## config.mk

```make
export PLATFORM = sky130hd
export DESIGN_NAME = pixel_frame_streamer
export DESIGN_NICKNAME = d
export VERILOG_FILES = /design/src/rtl/pixel_stream_pkg.sv /design/src/rtl/pixel_skid_fifo.sv /design/src/rtl/pixel_frame_streamer.sv
export SDC_FILE = /design/constraint.sdc
export NUM_CORES = 1
export LEC_CHECK = 0
export ABC_AREA = 1
export CAP_MARGIN = 25
export CORE_AREA = 2 2 85 87
export DETAILED_ROUTE_END_ITERATION = 12
export DIE_AREA = 0 0 87 89
export PLACE_DENSITY = 0.8
export SLEW_MARGIN = 20
export SYNTH_ARGS = -nofsm -noshare
export SYNTH_HDL_FRONTEND = slang
export SYNTH_SLANG_ARGS = --single-unit
```

## constraint.sdc

```tcl
create_clock -name clk -period 1.85 [get_ports clk]
set_input_delay 0.2775 -clock clk [delete_from_list [all_inputs] [get_ports clk]]
set_output_delay 0.2775 -clock clk [all_outputs]
set_load 0.005 [all_outputs]
```

## src/rtl/pixel_stream_pkg.sv

```systemverilog
// pixel_stream_pkg: shared types and constants for the pixel frame streamer.
package pixel_stream_pkg;
  typedef struct packed {
    logic sof;
    logic eol;
    logic eof;
  } pix_flags_t;
  typedef enum logic [1:0] {IDLE, RUN, DRAIN} state_t;
  localparam logic [7:0] PAT_HI = 8'd250;
  localparam logic [7:0] PAT_LO = 8'd20;
  function automatic logic [1:0] inc3(input logic [1:0] p);
    return (p == 2'd2) ? 2'd0 : p + 2'd1;
  endfunction
endpackage

```

## src/rtl/pixel_skid_fifo.sv

```systemverilog
// pixel_skid_fifo: 3-deep pixel+flags FIFO with occupancy count, cleared by rst.
module pixel_skid_fifo
  import pixel_stream_pkg::*;
#(
  parameter int DW = 11
) (
  input  logic          clk,
  input  logic          rst,
  input  logic          push,
  input  logic          pop,
  input  logic [DW-1:0] din,
  output logic [DW-1:0] dout,
  output logic [1:0]    count
);
  logic [DW-1:0] mem_q [3];
  logic [DW-1:0] mem_d [3];
  logic [1:0] wr_q, wr_d, rd_q, rd_d, count_q, count_d;
  always_comb begin
    mem_d = mem_q;
    if (push) mem_d[wr_q] = din;
    wr_d = push ? inc3(wr_q) : wr_q;
    rd_d = pop ? inc3(rd_q) : rd_q;
    count_d = count_q + {1'b0, push} - {1'b0, pop};
  end
  always_ff @(posedge clk) begin
    if (rst) begin
      wr_q <= '0;
      rd_q <= '0;
      count_q <= '0;
      for (int i = 0; i < 3; i++) mem_q[i] <= '0;
    end else begin
      wr_q <= wr_d;
      rd_q <= rd_d;
      count_q <= count_d;
      mem_q <= mem_d;
    end
  end
  assign dout = mem_q[rd_q];
  assign count = count_q;
  a_no_push_when_full: assert property (@(posedge clk) disable iff (rst) !(push && count_q == 2'd3));
endmodule

```

## src/rtl/pixel_frame_streamer.sv

```systemverilog
// pixel_frame_streamer: reads one frame row-major from a 1-cycle-latency frame buffer and streams it with sof/eol/eof.
// Optional TEST_PATTERN_EN adds an internal striped test-pattern source selected by pattern_sel.
module pixel_frame_streamer
  import pixel_stream_pkg::*;
#(
  parameter int IMG_WIDTH  = 320,
  parameter int IMG_HEIGHT = 240,
  parameter int W          = 8,
  parameter int ADDR_W     = $clog2(IMG_WIDTH * IMG_HEIGHT),
  parameter int STRIPE_H   = 10
) (
  input  logic              clk,
  input  logic              rst,
  input  logic              start,
  input  logic              continuous,
  input  logic              pattern_sel,
  output logic              busy,
  output logic              frame_done,
  output logic              mem_rd_en,
  output logic [ADDR_W-1:0] mem_addr,
  input  logic [W-1:0]      mem_rd_data,
  output logic              y_valid,
  input  logic              y_ready,
  output logic [W-1:0]      y_data,
  output logic              y_sof,
  output logic              y_eol,
  output logic              y_eof
);
  localparam int N  = IMG_WIDTH * IMG_HEIGHT;
  localparam int XW = (IMG_WIDTH > 1) ? $clog2(IMG_WIDTH) : 1;
  localparam int YW = (IMG_HEIGHT > 1) ? $clog2(IMG_HEIGHT) : 1;
  localparam int DW = W + 3;
  state_t state_q, state_d;
  logic [XW-1:0] x_q, x_d;
  logic [YW-1:0] y_q, y_d;
  logic [ADDR_W-1:0] addr_q, addr_d;
  logic inflight_q, inflight_d;
  logic frame_done_q, frame_done_d;
  pix_flags_t rd_flags_q, rd_flags_d;
  logic [1:0] fifo_count;
  logic [DW-1:0] fifo_dout;
  logic [W-1:0] push_data;
  logic issue, pop, at_eol, at_eof, pat_en;
  // Occupancy counts the in-flight read so the FIFO can never overflow.
  assign issue = (state_q == RUN) && (({1'b0, fifo_count} + {2'b0, inflight_q}) < 3'd3);
  assign at_eol = x_q == XW'(IMG_WIDTH - 1);
  assign at_eof = addr_q == ADDR_W'(N - 1);
  assign pop = y_valid & y_ready;
  always_comb begin
    state_d = (state_q == IDLE && start) ? RUN :
              (issue && at_eof) ? DRAIN :
              (state_q == DRAIN && pop && fifo_dout[0]) ? (continuous ? RUN : IDLE) : state_q;
    frame_done_d = state_q == DRAIN && pop && fifo_dout[0];
    inflight_d = issue;
    rd_flags_d = '{sof: addr_q == '0, eol: at_eol, eof: at_eof};
    x_d = !issue ? x_q : at_eol ? '0 : x_q + XW'(1);
    y_d = !(issue && at_eol) ? y_q : at_eof ? '0 : y_q + YW'(1);
    addr_d = !issue ? addr_q : at_eof ? '0 : addr_q + ADDR_W'(1);
  end
  always_ff @(posedge clk) begin
    if (rst) begin
      state_q <= IDLE;
      x_q <= '0;
      y_q <= '0;
      addr_q <= '0;
      inflight_q <= 1'b0;
      frame_done_q <= 1'b0;
      rd_flags_q <= '0;
    end else begin
      state_q <= state_d;
      x_q <= x_d;
      y_q <= y_d;
      addr_q <= addr_d;
      inflight_q <= inflight_d;
      frame_done_q <= frame_done_d;
      rd_flags_q <= rd_flags_d;
    end
  end
`ifdef TEST_PATTERN_EN
  logic pat_q, pat_d;
  logic [W-1:0] pat_pix_q, pat_pix_d;
  always_comb begin
    pat_d = (state_d == RUN && state_q != RUN) ? pattern_sel : pat_q;
    pat_pix_d = (((int'(y_q) / STRIPE_H) % 2) == 0) ? W'(PAT_HI) : W'(PAT_LO);
  end
  always_ff @(posedge clk) begin
    if (rst) begin
      pat_q <= 1'b0;
      pat_pix_q <= '0;
    end else begin
      pat_q <= pat_d;
      pat_pix_q <= pat_pix_d;
    end
  end
  assign pat_en = pat_q;
  assign push_data = pat_q ? pat_pix_q : mem_rd_data;
`else
  localparam int unused_stripe_h = STRIPE_H;
  logic unused_pattern_sel;
  assign unused_pattern_sel = pattern_sel;
  assign pat_en = 1'b0;
  assign push_data = mem_rd_data;
`endif
  pixel_skid_fifo #(.DW(DW)) u_fifo (
    .clk   (clk),
    .rst   (rst),
    .push  (inflight_q),
    .pop   (pop),
    .din   ({push_data, rd_flags_q}),
    .dout  (fifo_dout),
    .count (fifo_count)
  );
  assign mem_rd_en = issue & ~pat_en;
  assign mem_addr = addr_q;
  assign busy = state_q != IDLE;
  assign frame_done = frame_done_q;
  assign y_valid = fifo_count != 2'd0;
  assign {y_data, y_sof, y_eol, y_eof} = fifo_dout;
endmodule

```

==> qor.yml, run 1 <==
routing:
  drc_errors: 0
  num_vias: 3361
  wl_per_cell_microns: 14.4
  drt-initial-drc-count: 184
  drt_wl_total_mm: 8.83
  vias_per_cell: 5.47
  antenna_left: 0
  drt_pre_antenna_iters: 7
critical_path:
  r2r_start: "inflight_q$_SDFF_PP0_"
  cpPeakStageDelay_ns: 0.33
  cp-startpoint: "inflight_q$_SDFF_PP0_"
  crit_path_end: "mem_addr[13]$_SDFFE_PP0P_"
  crit_arrival_ns: 2.07
  cp_num_cells: 11
  crit_path_cell_trace: "ha_2 -> ha_4 -> nand2_4 -> nand2_4 -> nor2_8 -> buf_8 -> nand2_4 -> nor2_4 -> nand4_1 -> nand2_1 -> nor2_1"
  cp_slowest_cell: "dfxtp_2"
  r2r_cells: 11
  critPathKind: "reg -> reg"
  endpoint_kind: "register"
  r2r_slack_ns: 0.03
  crit_buf_inv: 1
  r2r-end: "mem_addr[13]$_SDFFE_PP0P_"
  crit_family: "simple AND/OR/NAND/NOR gates"
  crit_top_cell: "nand2_4"
  critPathMaxFanout: 5
  cp.required_ns: 2.11
  cp-start-kind: "register"
timing:
  finalHoldViolCount: 0
  fin_crit_sh_pct: 98.2
  fin_skew_ns: 0.0105
  slew_viol_final: 0
  rsz0062_at_grt: "true"
  setup_tns_ns: 0
  worst_pin_slew_ns: 0.471
  setup_violations: 0
  period_minus_slack_ns: 1.82
  fmax_mhz: 550
  max_slew_margin_pct: 68.5
logic_synthesis:
  async_flop_share_pct: 0
  synthFlopType: "dfxtp_1"
  synth.top_cell.area_share_pct: 43.1
  synth_nets: 483
  postSynthCellCount: 462
  synthDistinctLibCells: 35
  synth_top_area_cell: "dfxtp_1"
  ys_seq_area_share_pct: 43.1
  ys_top_cells_by_area: "dfxtp_1 (43%), nor2_1 (11%), nand2_1 (9.1%), nand3_1 (5.4%), o21ai_0 (4.2%)"
  synth_edf_count: 0
  synth_common_cells: "nor2_1 (97), nand2_1 (81), dfxtp_1 (72)"
  yosysWarnings: 0
  synthesis.area_sq_um: 3340
  postSynthAreaPerCell_sq_um: 7.23
  yosysMostFrequentCell: "nor2_1"
  ys_ff_latch: 72
floorplanning:
  core_sq_um: 6720
  initial_utilization_pct: 49.7
  die_area_sq_um: 7740
  die_x_microns: 87
  rows: 30
  ios: 46
  die_h_microns: 89
place:
  postPlaceCellArea_sq_um: 4020
  dp_hpwl_mm: 5.71
  place_congestion: 0.897
  dp.cells: 594
  numPortBuffers: 44
clocking:
  clk_latency_ns: 0.36
  cts_buffers: 9
  clockBufferDepth: 2
  htreeDepth: 3
  clock-sinks: 72
  cts_tree: "built"
  root_buffer: "clkbuf_8"
  cts.clk_slew.worst_paths_ns: 0.08
power:
  seqPwrFrac_pct: 40.9
  power.switching_w: 0.00131
  p_leak_nw: 1.82
  max-vdd-ir-drop_mv: 0.567
  p_clk_share_pct: 32.6
  p_sw_share_pct: 30.5
  share_comb_of_total_power_pct: 26.5
  cell_internal_pwr_w: 0.00299
  p_per_area_nw_per_um2: 972
global_routing:
  grt_max_degree: 32
  grt_pass1_wl_mm: 14.1
  antenna_found_initial: 0
  grt_use_total_pct: 23.2
  grt_pass1_vias: 3229
  overflow: 0
final_layout:
  drive_gt1_share_pct: 16.3
  n_antenna_cell: 0
  post-route-cell-area_sq_um: 4430
  nets: 551
  synthToLayoutAreaGrowth_pct: 32.4
  layout.cells.non_filler: 615
run_status:
  status: "finished clean"
hold_path:
  hp-class: "reg -> reg"
run:
  drv_cap: 0
-- worst min-delay path by stage --
stage                                  startpoint                            end  cells past startpoint
finish              u_fifo.mem_q[21]$_SDFFE_PP0P_  u_fifo.mem_q[21]$_SDFFE_PP0P_                      2
global route        u_fifo.mem_q[21]$_SDFFE_PP0P_  u_fifo.mem_q[21]$_SDFFE_PP0P_                      2
CTS                 u_fifo.mem_q[21]$_SDFFE_PP0P_  u_fifo.mem_q[21]$_SDFFE_PP0P_                      2
detailed placement  u_fifo.mem_q[21]$_SDFFE_PP0P_  u_fifo.mem_q[21]$_SDFFE_PP0P_                      2
global placement    u_fifo.mem_q[21]$_SDFFE_PP0P_  u_fifo.mem_q[21]$_SDFFE_PP0P_                      2
floorplan                          mem_rd_data[7]  u_fifo.mem_q[10]$_SDFFE_PP0P_                      2
-- stage by stage --
stage / hold slack (ns) / worst slack (ns) / power [W] / util, %
floorplan: 0.412 / 0.164 / 0.00219 / -
global placement: 0.440 / -0.00451 / 0.00264 / 59.8
detailed placement: 0.442 / -0.0264 / 0.00267 / 59.8
CTS: 0.453 / -0.0707 / 0.00413 / 63.9
global route: 0.494 / -0.0381 / 0.00448 / 65.9
finish: 0.455 / 0.0333 / 0.00430 / 65.9
-- repair_timing --
| item | CTS | global route |
|---|---|---|
| cloned | 0 | 1 |
| buffers inserted | 4 | 0 |
| pin swaps | 1 | 10 |
| resized for setup | 29 | 30 |
| hold endpoints to repair | 0 | 0 |
| hold buffers | 0 | 0 |
| endpoints found under the setup margin | 25 | 31 |
-- layout by cell type, fill, tap and decap left out, types with 3 or more instances in the layout --
cell	Yosys	layout
a21oi_1	25	25
a22oi_1	9	4
a22oi_2	0	5
buf_4	1	23
buf_6	0	6
clkbuf_8	0	9
clkdlybuf4s15_1	0	3
clkdlybuf4s50_1	0	32
dfxtp_1	72	68
dlygate4sd2_1	0	8
ha_1	7	4
inv_1	34	33
nand2_1	81	77
nand2_4	0	4
nand3_1	36	34
nand3_2	1	3
nand4_1	6	6
nor2_1	97	95
nor2_4	5	7
nor3_1	11	11
o21ai_0	28	27
o21ai_1	2	3
xor2_1	8	7
-- flip-flops by register name (all words and copies together) (netlist names) --
register      count
mem_addr         17
u_fifo.mem_q     33
u_fifo.rd_q       2
frame_done        1
u_fifo.count      2
u_fifo.wr_q       2
state_q           2
rd_flags_q        3
x_q               9
inflight_q        1
-- per-layer routing --
layer	wire, microns	share of wire (%)	GRT usage [%]	vias to the layer above
met4	260	2.9	13.1	0
met1	3810	43	28.5	1565
li1	-	-	-	1642
met3	462	5.2	3.60	26
met5	0	0	0	-
met2	4300	49	38.9	128
-- tightest hold or removal path: stages (launching register included) --
cell     delay [ns]
dfxtp_1        0.30
inv_1          0.06
a21oi_1        0.05
-- layout make-up --
cell class / instances / area [sq um]
clock inverter: 6 / 90.1
tap: 80 / 100
sequential: 72 / 1450
timing repair buffer: 75 / 721
fill: 573 / 2290
multi-input combinational: 335 / 1790
inverter: 37 / 144
clock buffer: 10 / 128
-- cell families after synthesis --
family                   Yosys count  synth area share, %
multiplexers                       1                0.300
flip-flops                        72                 43.1
buffers and inverters             55                 6.48
AO/OA/AOI/OAI                     68                 11.0
XOR/XNOR                          10                 2.62
adder cells (fa/ha/maj)            7                 2.62
AND/OR/NAND/NOR                  249                 33.8
-- power by group through the flow --
stage / logic, W / clock network, W / registers (W)
after CTS: 0.000991 / 0.00140 / 0.00174
after floorplan: 0.000457 / 0 / 0.00174
after global placement: 0.000894 / 0 / 0.00175
after detailed placement: 0.000914 / 0 / 0.00176
final: 0.00114 / 0.00140 / 0.00176
after global routing: 0.00123 / 0.00148 / 0.00177
(Power assumes the default switching activity.)
==> run 2: changes to the inputs <==
- clock period: 1.85 -> 2.2 ns (I/O delays scaled with it)
==> run 2 against run 1 <==
Clock power shrank 33%. Sequential share of layout area increased by 2.3 points. Core utilization decreased by 4.6 points. Sequential power fell by 18%. Critical path depth shrank 4. Worst setup slack improved by 0.063 ns. Flip-flop and latch count did not move. Routed wire length fell by 8.1%. Final cell count decreased by 2.9%. First-iteration DRC count grew 32%. Register-to-register slack improved by 0.21 ns. Non-clock buffer count shrank 18.
==> qor.yml, run 2 (synthesis results as in run 1) <==
global_routing:
  grt_pass1_wl_mm: 13.6  # -3.7%
  overflow: 0  # unchanged
  grt_pass1_vias: 3015  # -6.6%
  antenna_found_initial: 0  # unchanged
  grt_max_degree: 32  # unchanged
  grt_use_total_pct: 22.5  # -0.67 points
clocking:
  clk_latency_ns: 0.36  # about the same
  cts.clk_slew.worst_paths_ns: 0.07  # about the same
  cts_hold_buf: 0  # unchanged
  htreeDepth: 3  # unchanged
  root_buffer: "clkbuf_8"
  clockBufferDepth: 2  # unchanged
  cts_buffers: 9  # unchanged
  clock-sinks: 72  # unchanged
  cts_tree: "built"
power:
  power.switching_w: 0.00100  # -24%
  p_leak_nw: 1.63  # -11%
  max-vdd-ir-drop_mv: 0.443  # -22%
  cell_internal_pwr_w: 0.00215  # -28%
  share_comb_of_total_power_pct: 24.0  # -2.5 points
  p_clk_share_pct: 29.8  # -2.8 points
  seqPwrFrac_pct: 46.2  # +5.3 points
  p_per_area_nw_per_um2: 765  # -21%
  p_sw_share_pct: 31.8  # +1.3 points
place:
  numPortBuffers: 44  # unchanged
  dp.cells: 580  # -2.4%
  dp_hpwl_mm: 5.49  # -4.0%
  place_congestion: 0.868  # -3.2%
  dpl_worst_slack_ns: 0.0253  # +0.0517 ns
timing:
  fmax_mhz: 475
  slew_viol_final: 0  # unchanged
  fin_crit_sh_pct: 95.6
  period_minus_slack_ns: 2.10
  max_slew_margin_pct: 44.2  # -24 points
  finalHoldViolCount: 0  # unchanged
  setup_ws_ns: 0.0967  # +0.0634 ns
  rsz0062_at_grt: "false"
  setup_tns_ns: 0  # unchanged
  setup_violations: 0  # unchanged
  whs_ns: 0.459  # +0.00361 ns
  worst_pin_slew_ns: 0.833  # +0.362 ns
  fin_skew_ns: 0.00896  # -0.00151 ns
critical_path:
  r2r_start: "inflight_q$_SDFF_PP0_"
  r2r_slack_ns: 0.24  # +0.21 ns
  cp-start-kind: "register"
  cp.required_ns: 1.87  # -0.24 ns
  endpoint_kind: "output pin"
  critPathMaxFanout: 7  # +2
  cp-startpoint: "u_fifo.rd_q[0]$_SDFFE_PP0P_"
  crit_arrival_ns: 1.77  # -0.30 ns
  critPathKind: "reg -> out"
routing:
  wl_met2_mm: 3.78  # -12%
  drc_errors: 0  # unchanged
  wl_per_cell_microns: 13.6  # -5.4%
  met3_length_microns: 537  # +16%
  drt_pre_antenna_iters: 5  # -2
  drt-initial-drc-count: 243  # +32%
  drt_wl_total_mm: 8.11  # -8.1%
  antenna_left: 0  # unchanged
  vias_per_cell: 5.33  # -2.5%
  met1_length_mm: 3.64  # -4.4%
  num_vias: 3180  # -5.4%
  maxUsedRoutingLayer: "met4"
final_layout:
  regMostFlops: "u_fifo.mem_q"
  final_common_cell: "nor2_1"
  fin_util_pct: 61.3  # -4.6 points
  nFillCells: 608  # +6.1%
  n_antenna_cell: 0  # unchanged
  layout.cells.non_filler: 597  # -2.9%
  synthToLayoutAreaGrowth_pct: 23.2
  largest_reg_flops: 33  # unchanged
  nets: 533  # -3.3%
  mostFrequentLayoutCells: "nor2_1 (95), nand2_1 (79), dfxtp_1 (69)"
  drive_gt1_share_pct: 10.6  # -5.6 points
run:
  drv_cap: 0  # unchanged
floorplanning:
  die_area_sq_um: 7740  # unchanged
  core_sq_um: 6720  # unchanged
  die_h_microns: 89  # unchanged
  die_x_microns: 87  # unchanged
  ios: 46  # unchanged
  initial_utilization_pct: 49.7  # unchanged
  rows: 30  # unchanged
run_status:
  status: "finished clean"
hold_path:
  worstHoldStart: "u_fifo.mem_q[21]$_SDFFE_PP0P_"
  hp-class: "reg -> reg"
run 2: changes by cell type in the layout (fill, tap and decap cells not counted), moves of 3 or more:
cell | before | now
a22oi_1 | 4 | 9
a22oi_2 | 5 | 0
buf_4 | 23 | 11
buf_6 | 6 | 1
clkdlybuf4s15_1 | 3 | 0
clkdlybuf4s50_1 | 32 | 43
dlygate4sd2_1 | 8 | 1
ha_1 | 4 | 7
nand2_4 | 4 | 0
run 2: final cells by class:
| class | instances | area (sq um) | share of cell area (%) |
|---|---|---|---|
| timing repair buffer | 57 | 553 | 13.4 |
| tap | 80 | 100 | 2.43 |
| multi-input combinational | 335 | 1700 | 41.4 |
| clock buffer | 10 | 128 | 3.10 |
| clock inverter | 6 | 45.0 | 1.09 |
| inverter | 37 | 141 | 3.43 |
| sequential | 72 | 1450 | 35.1 |
run 2: path summary, 6_finish.rpt:
check / end / cells after the start
setup / recovery: y_data[1] / 7
hold reg to reg: u_fifo.mem_q[21]$_SDFFE_PP0P_ / 2
hold / removal: u_fifo.mem_q[21]$_SDFFE_PP0P_ / 2
setup reg to reg: state_q[0]$_SDFFE_PP0P_ / 11
run 2: critical path, stage by stage (launching register included):
cell	delay (ns)
dfxtp_2	0.36
inv_1	0.07
nor2_2	0.12
buf_6	0.16
buf_12	0.11
a22oi_1	0.06
nand2_1	0.07
clkdlybuf4s50_1	0.49
run 2: metal layers:
metal / up-vias / GRT usage [%]
li1: 1603 / -
met1: 1443 / 28.3
met2: 117 / 36.6
met3: 17 / 5.63
met4: 0 / 10.4
met5: - / 0
run 2: timing repair:
action	4_1_cts	5_1_grt
buffers inserted	1	0
endpoints found under the setup margin	2	6
pin swaps	0	0
gates resized for setup	6	4
run 2: stage by stage:
stage | total power [W] | instance area [sq um]
2_1_floorplan | 0.00185 | 3340
3_3_place_gp | 0.00215 | 3900
3_5_place_dp | 0.00218 | 3900
4_1_cts | 0.00315 | 4100
5_1_grt | 0.00330 | 4120
6_report | 0.00315 | 4120
run 2: power groups by stage:
stage,registers (W),clock network [W],logic (W)
6_report,0.00145,0.000938,0.000757
5_1_grt,0.00146,0.00102,0.000821
4_1_cts,0.00145,0.000957,0.000747
3_5_place_dp,0.00147,0,0.000706
3_3_place_gp,0.00147,0,0.000682
2_1_floorplan,0.00146,0,0.000384
